## src/rtl/banco_fifos.sv

```systemverilog
// rtl/banco_fifos.sv - bank of independent circular-buffer queues with a shared arbitrated pop port
// Each queue accepts pushes independently; one queue per cycle is popped into a registered output.
module banco_fifos #(
  parameter int QUEUE_QUANTITY = 4,
  parameter int DATA_BITS      = 8,
  parameter int BUF_WIDTH      = 3,
  localparam int SEL_W         = (QUEUE_QUANTITY > 1) ? $clog2(QUEUE_QUANTITY) : 1
) (
  input  logic                                clk,
  input  logic                                rst,
  input  logic                                enb,
  input  logic [QUEUE_QUANTITY-1:0]           push,
  input  logic [QUEUE_QUANTITY*DATA_BITS-1:0] data_in,
  input  logic [SEL_W-1:0]                    selector,
  input  logic                                selector_enb,
  output logic [DATA_BITS-1:0]                data_out,
  output logic                                valid_out,
  output logic [QUEUE_QUANTITY-1:0]           buf_empty,
  output logic [QUEUE_QUANTITY-1:0]           buf_full,
  output logic [QUEUE_QUANTITY-1:0]           push_err,
  output logic                                pop_err
);

  localparam int DEPTH = 1 << BUF_WIDTH;
  localparam int CW    = BUF_WIDTH + 1;

  logic [DATA_BITS-1:0] mem [QUEUE_QUANTITY][DEPTH];

  logic [BUF_WIDTH-1:0] wr_ptr_q [QUEUE_QUANTITY];
  logic [BUF_WIDTH-1:0] wr_ptr_d [QUEUE_QUANTITY];
  logic [BUF_WIDTH-1:0] rd_ptr_q [QUEUE_QUANTITY];
  logic [BUF_WIDTH-1:0] rd_ptr_d [QUEUE_QUANTITY];
  logic [CW-1:0]        count_q  [QUEUE_QUANTITY];
  logic [CW-1:0]        count_d  [QUEUE_QUANTITY];

  logic [DATA_BITS-1:0]      data_out_q, data_out_d;
  logic                      valid_out_q, valid_out_d;
  logic [QUEUE_QUANTITY-1:0] push_err_q, push_err_d;
  logic                      pop_err_q, pop_err_d;

  logic [QUEUE_QUANTITY-1:0] push_ok;
  logic [QUEUE_QUANTITY-1:0] pop_hit;
  logic                      sel_nonempty;
  logic                      pop_ok;

  // Flags come only from registered counts so the arbiter never sees an input-to-flag path.
  always_comb begin
    for (int i = 0; i < QUEUE_QUANTITY; i++) begin
      buf_empty[i] = (count_q[i] == '0);
      buf_full[i]  = (count_q[i] == CW'(DEPTH));
    end
  end

  always_comb begin
    wr_ptr_d     = wr_ptr_q;
    rd_ptr_d     = rd_ptr_q;
    count_d      = count_q;
    data_out_d   = data_out_q;
    push_ok      = '0;
    pop_hit      = '0;
    push_err_d   = '0;
    sel_nonempty = 1'b0;

    for (int i = 0; i < QUEUE_QUANTITY; i++) begin
      if (selector == SEL_W'(i) && !buf_empty[i]) begin
        sel_nonempty = 1'b1;
      end
    end
    pop_ok      = enb && selector_enb && sel_nonempty;
    valid_out_d = pop_ok;
    pop_err_d   = enb && selector_enb && !sel_nonempty;

    for (int i = 0; i < QUEUE_QUANTITY; i++) begin
      push_ok[i]    = enb && push[i] && !buf_full[i];
      push_err_d[i] = enb && push[i] && buf_full[i];
      pop_hit[i]    = pop_ok && (selector == SEL_W'(i));
      if (push_ok[i]) begin
        wr_ptr_d[i] = wr_ptr_q[i] + BUF_WIDTH'(1);
      end
      if (pop_hit[i]) begin
        rd_ptr_d[i] = rd_ptr_q[i] + BUF_WIDTH'(1);
        data_out_d  = mem[i][rd_ptr_q[i]];
      end
      case ({push_ok[i], pop_hit[i]})
        2'b10:   count_d[i] = count_q[i] + CW'(1);
        2'b01:   count_d[i] = count_q[i] - CW'(1);
        default: count_d[i] = count_q[i];
      endcase
    end
  end

  always_ff @(posedge clk) begin
    if (rst) begin
      for (int i = 0; i < QUEUE_QUANTITY; i++) begin
        wr_ptr_q[i] <= '0;
        rd_ptr_q[i] <= '0;
        count_q[i]  <= '0;
      end
      data_out_q  <= '0;
      valid_out_q <= 1'b0;
      push_err_q  <= '0;
      pop_err_q   <= 1'b0;
    end else begin
      wr_ptr_q    <= wr_ptr_d;
      rd_ptr_q    <= rd_ptr_d;
      count_q     <= count_d;
      data_out_q  <= data_out_d;
      valid_out_q <= valid_out_d;
      push_err_q  <= push_err_d;
      pop_err_q   <= pop_err_d;
    end
  end

  // Storage is left unreset; stale words are unreachable once the pointers clear.
  always_ff @(posedge clk) begin
    for (int i = 0; i < QUEUE_QUANTITY; i++) begin
      if (!rst && push_ok[i]) begin
        mem[i][wr_ptr_q[i]] <= data_in[i*DATA_BITS +: DATA_BITS];
      end
    end
  end

  assign data_out  = data_out_q;
  assign valid_out = valid_out_q;
  assign push_err  = push_err_q;
  assign pop_err   = pop_err_q;

endmodule

```

## config.mk

```make
export PLATFORM = sky130hd
export DESIGN_NAME = banco_fifos
export DESIGN_NICKNAME = d
export VERILOG_FILES = /design/src/rtl/banco_fifos.sv
export SDC_FILE = /design/constraint.sdc
export NUM_CORES = 1
export LEC_CHECK = 0
export CORE_MARGIN = 1.5
export CORE_UTILIZATION = 60
export CTS_CLUSTER_DIAMETER = 60
export DETAILED_ROUTE_END_ITERATION = 7
export GPL_ROUTABILITY_DRIVEN = 0
export PLACE_DENSITY = 0.8
export SYNTH_ARGS = -nofsm -noshare
export SYNTH_HDL_FRONTEND = slang
export SYNTH_SLANG_ARGS = --single-unit
```

## constraint.sdc

```tcl
create_clock -name clk -period 6.2 [get_ports clk]
set_clock_uncertainty 0.05 [all_clocks]
set_input_delay 1.24 -clock clk [delete_from_list [all_inputs] [get_ports clk]]
set_output_delay 1.24 -clock clk [all_outputs]
set_load 0.05 [all_outputs]
```

==> results_dict.tcl <==
set metrics [dict create \
    status "completed" \
    multi_input_area_um2 3730 \
    ys_seq_area_share_pct 69.1 \
    rows 53 \
    hold_violations 0 \
    cts-root-buf "clkbuf_16" \
    avgSynthCellArea_um2 16.8 \
    yosysTopAreaCellShare_pct 60.6 \
    grt_pass1_vias 7289 \
    synthCells 757 \
    fin_setup_tns_ns 0 \
    nets 892 \
    h-tree-depth 1 \
    slew_violations 0 \
    clk_latency_ns 0.55 \
    core_area_um2 20900 \
    synth_edf_count 256 \
    path_cells "clkdlybuf4s50_1 -> nand2b_1 -> o22ai_4 -> nor4_4 -> ha_1 -> xor2_1 -> ha_1 -> a21oi_1 -> xor2_1 -> or3_1 -> a21oi_1" \
    setup_slack_ns 1.95 \
    drt-pass1-iter-count 5 \
    async_reset_ff_share_pct 0 \
    switchingPower_uw 907 \
    yosysMostFrequentCell "edfxtp_1" \
    die_w_um 148 \
    final_core_util_pct 69.7 \
    cts_made_buffers 30 \
    dp_slack_ns 1.48 \
    die_h_um 148 \
    vias 7046 \
    seqPwrFrac_pct 53.5 \
    p_int_mw 3.38 \
    nFillCells 1331 \
    dieArea_um2 22000 \
    relSlewSlack_pct 26.2 \
    cts_setup_buffers 0 \
    critPathTopFamily "simple AND/OR/NAND/NOR gates" \
    wl_per_cell_um 23.2 \
    grt_pass1_wl_um 40000 \
    period_needed_ns 4.25 \
    cap_violations 0 \
    grt_remaining_overflow 0 \
    cp_slowest_cell "clkdlybuf4s50_1" \
    grt_antenna_before_repair 1 \
    dp_hpwl_um 17500 \
    crit_buf_inv 1 \
    p_leak_nw 4.69 \
    synth_area_leader_cell "edfxtp_1" \
    hold-worst-slack_ns 0.457 \
    synth_nets 819 \
    cts_tree "built" \
    comb_power_share_pct 5.6 \
    cts.sinks 310 \
    finalCritPeriodShare_pct 68.5 \
    numPortBuffers 63 \
    synth_area_leaders "edfxtp_1 61%, mux4_2 11%, dfxtp_1 8.5%" \
    grt_max_degree 61 \
    ys_warn_count 0 \
    irDropWorstVdd_v 0.000263 \
    ys_types 51 \
    clk_pin_slew_ns 0.06 \
    synthFlopType "edfxtp_1" \
    layout-drive-gt1-share_pct 17.8 \
    drtIter0Drc 573 \
    cts.path.max_buffers 3 \
    regArea_um2 8770 \
    swShare_pct 21.2 \
    powerDensity_nw_per_um2 295 \
    fmax_mhz 235 \
    clockPowerShare_pct 40.8 \
    cts_resized 0 \
    cp.required_ns 6.62 \
    track_usage_pct 24.3 \
    end_kind "register" \
    wl_um 26200 \
    synth-seq-cells 310 \
    start_kind "input pin" \
    worstSetupPathType "in2reg" \
    hold_class "reg2reg" \
    syn2layout_area_growth_pct 14.7 \
    crit_arrival_ns 4.67 \
    vias_per_cell 6.24 \
    synth_area_um2 12700 \
    cts_hold_buffers 0 \
    tightestPinTransition_ns 1.11 \
    worst-path-max-fanout 18 \
    drc 0 \
    start_util_pct 60.8 \
    ioPinCount 64 \
    synth_common_cells "256 x edfxtp_1, 64 x nor2_1, 60 x mux4_2" \
    rsz0062_at_grt "no" \
    ant_nets 0 \
    slowest_delay_ns 0.90 \
    finalSetupViolations 0 \
]
-- routing by layer --
| metal | up-vias | wire length (um) | global-route usage, % |
|---|---|---|---|
| li1 | 3146 | - | - |
| met3 | 63 | 1750 | 4.23 |
| met5 | - | 0 | 0 |
| met1 | 3576 | 10300 | 31.4 |
| met4 | 0 | 1030 | 10.1 |
| met2 | 261 | 13000 | 40.9 |
-- logic make-up (layout without fill, tap and decap cells) --
group	Yosys count	count (layout)	synth area share, %
DFF	310	310	69.1
and+or+nand+nor	190	190	8.55
muxes	90	90	13.1
AOI/OAI and AO/OA	78	78	4.08
buffers and inverters	44	141	1.53
xor gates and xnor gates	25	25	1.73
adders and majority gates	20	20	1.97
other	0	1	0
-- state kept, by name, summed over array words and instances, names as in the netlist --
| register | count |
|---|---|
| mem | 256 |
| count_q | 16 |
| rd_ptr_q | 12 |
| wr_ptr_q | 12 |
| data_out | 8 |
| push_err | 4 |
| pop_err | 1 |
| valid_out | 1 |
-- tightest hold or removal path, delay by kind of cell (launching register included) --
| family | cells | cell delay, ns |
|---|---|---|
| flip-flops | 1 | 0.33 |
| AND/OR/NAND/NOR | 1 | 0.07 |
| AO/OA/AOI/OAI | 1 | 0.06 |
-- placed cells by master (no fill, tap or decap), types with 5 or more instances in the layout --
| master | netlist | routed |
|---|---|---|
| clkdlybuf4s50_1 | 0 | 62 |
| a31o_2 | 6 | 6 |
| mux4_2 | 60 | 60 |
| nand3_1 | 8 | 8 |
| nand2_1 | 21 | 21 |
| buf_4 | 0 | 14 |
| ha_1 | 20 | 20 |
| nor3_1 | 15 | 15 |
| inv_1 | 8 | 8 |
| nor4bb_1 | 5 | 5 |
| nand4b_1 | 5 | 5 |
| or3_1 | 9 | 9 |
| nor2_1 | 64 | 64 |
| o22ai_1 | 15 | 15 |
| or3b_2 | 7 | 7 |
| a21oi_1 | 24 | 24 |
| xor2_1 | 21 | 21 |
| clkbuf_1 | 17 | 7 |
| edfxtp_1 | 256 | 256 |
| o21ai_0 | 12 | 12 |
| clkbuf_16 | 0 | 31 |
| nand2b_1 | 21 | 21 |
| mux2i_1 | 26 | 26 |
| dfxtp_1 | 54 | 54 |
| clkinv_2 | 0 | 8 |
| nand4_1 | 6 | 6 |
-- through the flow --
stage               std cells  total power, mW  cell area [um^2]
finish                   1130             4.29             14600
global route             1129             4.40             14600
CTS                      1129             4.31             14600
detailed placement       1073             2.58             13600
global placement         1073             2.57             13600
floorplan                 757             2.48             12700
-- worst paths after layout --
path | from | endpoint | slack, ns | cells past startpoint
worst max-delay path | selector[1] | count_q[6] | 1.95 | 11
worst min-delay path | data_out[7] | data_out[7] | 0.46 | 2
worst max register to register | count_q[0] | count_q[10] | 3.18 | 10
worst min register to register | data_out[7] | data_out[7] | 0.46 | 2
-- area by class of cell --
class | count | share of cell area, %
inverter | 8 | 0.206
clock inverter | 17 | 0.971
timing repair buffer | 77 | 5.02
clock buffer | 39 | 5.60
sequential | 310 | 60.2
antenna | 1 | 0.0172
multi-input combinational | 403 | 25.6
tap | 275 | 2.36
-- power by group through the flow --
stage                     clock network [mW]  logic [mW]  registers, mW
final                                   1.75       0.240           2.30
after detailed placement                   0       0.239           2.34
after global routing                    1.84       0.257           2.30
after CTS                               1.77       0.241           2.30
after global placement                     0       0.228           2.34
after floorplan                            0       0.134           2.34
No activity file was read; power rests on OpenSTA's default activity.
